--- config.mk ---
export PLATFORM = sky130hd
export DESIGN_NAME = serial_add_arbiter
export DESIGN_NICKNAME = d
export VERILOG_FILES = /design/src/rtl/serial_add_arbiter.sv
export SDC_FILE = /design/constraint.sdc
export NUM_CORES = 1
export LEC_CHECK = 0
export CAP_MARGIN = 20
export CELL_PAD_IN_SITES_DETAIL_PLACEMENT = 0
export CELL_PAD_IN_SITES_GLOBAL_PLACEMENT = 1
export CORE_ASPECT_RATIO = 0.9
export CORE_UTILIZATION = 40
export DETAILED_ROUTE_END_ITERATION = 8
export GPL_ROUTABILITY_DRIVEN = 0
export PLACE_DENSITY = 0.92
export REMOVE_ABC_BUFFERS = 1
export SYNTH_ARGS = -nofsm -noshare
export SYNTH_HDL_FRONTEND = slang
export SYNTH_SLANG_ARGS = --single-unit
export TNS_END_PERCENT = 50
--- constraint.sdc ---
create_clock -name MasterClock -period 2.31 [get_ports MasterClock]
set_input_delay 0.462 -clock MasterClock [delete_from_list [all_inputs] [get_ports MasterClock]]
set_output_delay 0.462 -clock MasterClock [all_outputs]
set_load 0.005 [all_outputs]
--- src/rtl/serial_add_arbiter.sv ---
// serial_add_arbiter: two requesters share one bit-serial adder under round-robin arbitration
module serial_add_arbiter #(
    parameter int WIDTH = 16
) (
    input  logic             MasterClock,
    input  logic             resetl,
    input  logic             req0,
    input  logic [WIDTH-1:0] a0,
    input  logic [WIDTH-1:0] b0,
    input  logic             cin0,
    input  logic             req1,
    input  logic [WIDTH-1:0] a1,
    input  logic [WIDTH-1:0] b1,
    input  logic             cin1,
    output logic             ack0,
    output logic             ack1,
    output logic [WIDTH-1:0] sum,
    output logic             cout,
    output logic             busy,
    output logic             owner
);
    localparam int CW = $clog2(WIDTH);

    typedef enum logic [1:0] {IDLE, SHIFT, DONE} state_t;

    state_t           state;
    logic [WIDTH-1:0] aSh, bSh, rSh;
    logic [CW-1:0]    cnt;
    logic             carry, lastOwner;
    logic             h1Q, h1Co, h2Q, h2Co;
    logic             grant, grantValid;

    // One serial adder slice: two half-adder cells with their carries ORed
    always_comb begin
        h1Q  = aSh[0] ^ bSh[0];
        h1Co = aSh[0] & bSh[0];
        h2Q  = h1Q ^ carry;
        h2Co = h1Q & carry;
    end

    // A lone request wins outright; a tie goes to whoever was not served last
    always_comb begin
        grantValid = req0 | req1;
        grant      = (req0 & req1) ? ~lastOwner : req1;
    end

    // Arbitration and shift sequencing; every output is a register of this FSM
    always_ff @(posedge MasterClock or negedge resetl) begin
        if (!resetl) begin
            state     <= IDLE;
            sum       <= '0;
            cout      <= 1'b0;
            ack0      <= 1'b0;
            ack1      <= 1'b0;
            busy      <= 1'b0;
            owner     <= 1'b0;
            lastOwner <= 1'b1;
            aSh       <= '0;
            bSh       <= '0;
            rSh       <= '0;
            carry     <= 1'b0;
            cnt       <= '0;
        end else begin
            case (state)
                IDLE: begin
                    if (grantValid) begin
                        owner <= grant;
                        aSh   <= grant ? a1 : a0;
                        bSh   <= grant ? b1 : b0;
                        carry <= grant ? cin1 : cin0;
                        cnt   <= '0;
                        busy  <= 1'b1;
                        state <= SHIFT;
                    end
                end
                SHIFT: begin
                    rSh   <= {h2Q, rSh[WIDTH-1:1]};
                    aSh   <= aSh >> 1;
                    bSh   <= bSh >> 1;
                    carry <= h1Co | h2Co;
                    cnt   <= cnt + 1'b1;
                    if (cnt == CW'(WIDTH - 1)) begin
                        ack0  <= ~owner;
                        ack1  <= owner;
                        state <= DONE;
                    end
                end
                DONE: begin
                    ack0      <= 1'b0;
                    ack1      <= 1'b0;
                    sum       <= rSh;
                    cout      <= carry;
                    lastOwner <= owner;
                    busy      <= 1'b0;
                    state     <= IDLE;
                end
                default: begin
                    ack0  <= 1'b0;
                    ack1  <= 1'b0;
                    busy  <= 1'b0;
                    state <= IDLE;
                end
            endcase
        end
    end
endmodule

# Yosys cells after proc, flatten, opt, wreduce, memory -nomap -nowiden
# Cells that the tools add are included.
[op_classes]
n_addsub = 1
eq_ne = 5
n_mux = 21
n_bitwise = 11
reduce_logical = 7
[ops]
columns = ["op", "count"]
rows = [
  ["two-way mux 16 bit", 4],
  ["case mux 16 bit (2 select lines)", 2],
  ["AND reduction 2 bit", 5],
  ["case mux 1 bit (2 select lines)", 4],
  ["case mux 4 bit (2 select lines)", 1],
  ["two-way mux 1 bit", 6],
  ["adder 4 x 1 -> 4 bit, second input constant", 1],
  ["== test 4 bit, second input constant", 1],
  ["two-way mux 2 bit", 2],
  ["two-way mux 4 bit", 1],
  ["inequality test 2 bit, second input constant", 2],
  ["NOT 1 bit", 4],
  ["case mux 2 bit (2 select lines)", 1],
  ["AND 1 bit", 3],
  ["== test 2 x 1 -> 1 bit, second input constant", 1],
  ["== test 2 bit, second input constant", 1],
  ["logical NOT 2 bit", 1],
  ["bitwise OR 1 bit", 2],
  ["nonzero test 2 bit", 1],
  ["bitwise XOR 1 bit", 2],
]
[totals]
reg_bits = 77
inputBits = 70
output_inout_bits = 21
wordCells = 58

# Logic depth before layout (Yosys ltp)
[logic_depth]
word_depth = 5
mapped_depth = 5
mapped_depth_nobuf = 4

# Worst setup path after synthesis
# OpenSTA, ideal clock, no wires.
[synth_timing]
path_kind = "input to register"
start = "in req1"
end = "reg carry"
setup_time_ps = 123
arrival_ps = 1292
required_time_ps = 2187
slack_ps = 895
cell_stages = 4
path_buffers = 1
cell_sequence = "a21boi_1 buf_4 mux2_1 o221a_1"
[synth_between]
elab_chain_len = 5
elab_cells_between_ends = 8
cone_classes = "1 x eq/ne; 4 x mux; 2 x bitwise; 1 x reduce/logical"
[synth_lines]
columns = ["item", "line_no", "text"]
rows = [
  ["start, declared", "11", "input logic req1,"],
  ["AND 1 bit", "44", "grant = (req0 & req1) ? ~lastOwner : req1;"],
  ["two-way mux 1 bit", "44", ""],
  ["two-way mux 1 bit", "70", "carry <= grant ? cin1 : cin0;"],
  ["two-way mux 1 bit", "66", "if (grantValid) begin"],
  ["case mux 1 bit (2 select lines)", "64", "case (state)"],
  ["end signal, assigned", "70", ""],
  ["end signal, assigned", "80", "carry <= h1Co | h2Co;"],
  ["end, declared", "29", "logic carry, lastOwner;"],
]
# Several ways; a longest one is shown, not always the timed one. The select of a mux whose other input is x is not followed.
# A chain may end at the register's enable or synchronous reset.

# Worst setup path in the final report
[layout_timing]
start = "in req1"
end = "reg bSh[14]"
[layout_between]
elab_chain_len = 5
elab_cells_between_ends = 8
cone_classes = "1 x eq/ne; 4 x mux; 2 x bitwise; 1 x reduce/logical"
[layout_lines]
columns = ["item", "line_no", "text"]
rows = [
  ["AND 1 bit", "44", ""],
  ["two-way mux 1 bit", "44", ""],
  ["two-way mux 16 bit", "69", "bSh <= grant ? b1 : b0;"],
  ["two-way mux 16 bit", "66", ""],
  ["case mux 16 bit (2 select lines)", "64", ""],
  ["end signal, assigned", "69", ""],
  ["end signal, assigned", "79", "bSh <= bSh >> 1;"],
  ["end, declared", "27", "logic [WIDTH-1:0] aSh, bSh, rSh;"],
]
# Several ways; a longest one is shown, not always the timed one. The select of a mux whose other input is x is not followed.

==> flow_metrics.tcl <==
set metrics [dict create \
    period_minus_slack_ns 1.94 \
    clk_pin_slew_worst_paths_ns 0.08 \
    synth-seq-area-share_pct 55.1 \
    cp_max_fo 17 \
    slew_headroom_pct 49.4 \
    grtUsageTotal_pct 19.3 \
    r2r_cells 3 \
    cts_buffers 9 \
    timing.fmax_ghz 0.514 \
    syn_area_per_cell_um2 11.0 \
    rows 31 \
    synthCells 317 \
    drc 0 \
    rsz0062_at_grt "false" \
    fin_worst_skew_ns 0.00854 \
    p_leak_nw 2.18 \
    p_sw_mw 1.49 \
    dp.cells 512 \
    finalMaxSlewViolations 0 \
    fin_ws_ns 0.366 \
    dpl.hpwl_um 5560 \
    drt_iter0_drc 90 \
    wl_um 8240 \
    r2r_end "bSh[14]" \
    ir_drop_uv 444 \
    die_h_um 90.7 \
    hold_path.class "in2async" \
    fin_util_pct 58.1 \
    cts_root_buf "clkbuf_8" \
    p_seq_share_pct 43.9 \
    synth-seq-cells 77 \
    arrival_ns 2.13 \
    yosysWarningCount 0 \
    clockPowerShare_pct 26.6 \
    post_cts_buffers 0 \
    ios 91 \
    n_antenna_cell 0 \
    die-area_um2 9130 \
    setup_viol 0 \
    vias 2721 \
    instances_no_fill 528 \
    antenna_found_initial 0 \
    numPortBuffers 90 \
    h-tree-depth 3 \
    grt_pass1_vias 2858 \
    grt_max_degree 47 \
    status "finished clean" \
    cts_tree "built" \
    r2r-start "state[1]" \
    chipWidth_um 101 \
    rrSetupSlack_ns 0.58 \
    syn_area_um2 3500 \
    final_cell_area_um2 4800 \
    viasPerCell 5.15 \
    post-place-ws_ns 0.0585 \
    syn_to_final_growth_pct 37.1 \
    drive_gt1_share_pct 8.23 \
    overflow 0 \
    wire_per_inst_um 15.6 \
    mostFrequentLayoutCell "clkdlybuf4s50_1" \
    powerDensity_nw_per_um2 1020 \
    swShare_pct 30.4 \
    ys_types 32 \
    firstDrtPassIters 4 \
    end_kind "flip-flop" \
    maxCapViolCount 0 \
    grt_pass1_wl_um 13700 \
    cts_buffer_depth 2 \
    cts_sinks 77 \
    ant_nets 0 \
    cts_resized 0 \
    crit_required_ns 2.50 \
    p_int_mw 3.42 \
    finalCritPeriodShare_pct 84.1 \
    final_nets 480 \
    comb_power_share_pct 29.5 \
    clk_latency_ns 0.34 \
    worstSetupPathType "in2reg" \
    worst_slew_pin_slew_ns 0.758 \
    critPathLaunchType "input pin" \
    dpl-instance-area_um2 4540 \
    finalHoldViolCount 0 \
    cts-hold-fix-buffers 0 \
    final_cell_mix "clkdlybuf4s50_1 (89), dfrtp_1 (76), nand2_1 (71)" \
    start_util_pct 42.4 \
    core_um2 8260 \
]
==> per-layer routing <==
metal	wire [µm]	vias to the layer above	track usage, %
met2	4000	91	31.2
met1	3650	1334	25.7
met4	51	0	6.40
met3	534	5	4.10
li1	-	1291	-
met5	0	-	0
==> worst max-delay path, stage by stage <==
cell and delay, ns:
clkdlybuf4s50_1 0.56, a21boi_4 0.34, buf_4 0.37, mux2i_1 0.24
o221ai_1 0.15
==> cell type report <==
type | count | area (µm²)
tap | 115 | 144
clock inverter | 7 | 138
inverter | 16 | 60.1
sequential | 77 | 1930
fill | 723 | 3460
timing repair buffer | 101 | 1010
multi-input combinational | 203 | 1400
clock buffer | 9 | 124
==> registers in the layout (all words and copies together) (netlist names), 2 cells and up <==
name   count
aSh       16
sum       16
rSh       16
state      2
cnt        4
bSh       16
==> power groups by stage <==
stage / clock network [mW] / logic, mW / registers (mW)
after global routing: 1.39 / 1.64 / 2.22
after floorplan: 0 / 0.836 / 2.10
after detailed placement: 0 / 1.46 / 2.17
after CTS: 1.34 / 1.47 / 2.15
final: 1.31 / 1.45 / 2.16
after global placement: 0 / 1.41 / 2.15
==> synthesized netlist by cell type, drive strengths merged <==
| master | n | area (µm²) |
|---|---|---|
| inv | 16 | 60.1 |
| nor2b | 1 | 6.26 |
| ha | 1 | 12.5 |
| buf | 17 | 119 |
| nand2b | 3 | 18.8 |
| o21ai | 25 | 125 |
| and2 | 1 | 6.26 |
| and3 | 1 | 6.26 |
| clkbuf | 4 | 15.0 |
| o21a | 1 | 7.51 |
| nor2 | 4 | 17.5 |
| a21boi | 1 | 7.51 |
| dfrtp | 76 | 1900 |
| nor3 | 1 | 10.0 |
| mux2 | 18 | 203 |
| xor2 | 1 | 8.76 |
| o221ai | 28 | 245 |
| o221a | 1 | 11.3 |
| nand3 | 2 | 10.0 |
| o211ai | 2 | 15.0 |
| fa | 1 | 20.0 |
| a21oi | 2 | 10.0 |
| mux2i | 35 | 350 |
| nand2 | 71 | 267 |
| or3 | 1 | 6.26 |
| nand4 | 1 | 6.26 |
| nand3b | 1 | 7.51 |
| dfstp | 1 | 26.3 |
==> logic make-up after synthesis <==
kind of cell               Yosys count  share of synthesized area (%)
and+or+nand+nor                     87                           10.3
DFF                                 77                           55.1
AOI/OAI and AO/OA                   60                           12.0
muxes                               53                           15.8
buffers and inverters               37                           5.54
adders and majority gates            2                          0.930
xor gates and xnor gates             1                          0.250
==> worst max-delay path by stage <==
stage	from	to
after floorplan	req1	carry
after global placement	req1	aSh[7]
after detailed placement	req1	aSh[11]
after CTS	req1	bSh[14]
after global routing	req1	bSh[10]
final	req1	bSh[14]
==> metrics by stage <==
| step | setup TNS (ns) | power, mW | hold slack [ns] |
|---|---|---|---|
| 6_report | 0 | 4.91 | 0.0534 |
| 3_5_place_dp | 0 | 3.63 | 0.432 |
| 5_1_grt | 0 | 5.25 | 0.0797 |
| 4_1_cts | 0 | 4.96 | 0.0490 |
| 2_1_floorplan | -36.59 | 2.94 | 0.166 |
| 3_3_place_gp | 0 | 3.56 | 0.427 |
Note: power is estimated with default switching activity, not from simulation.
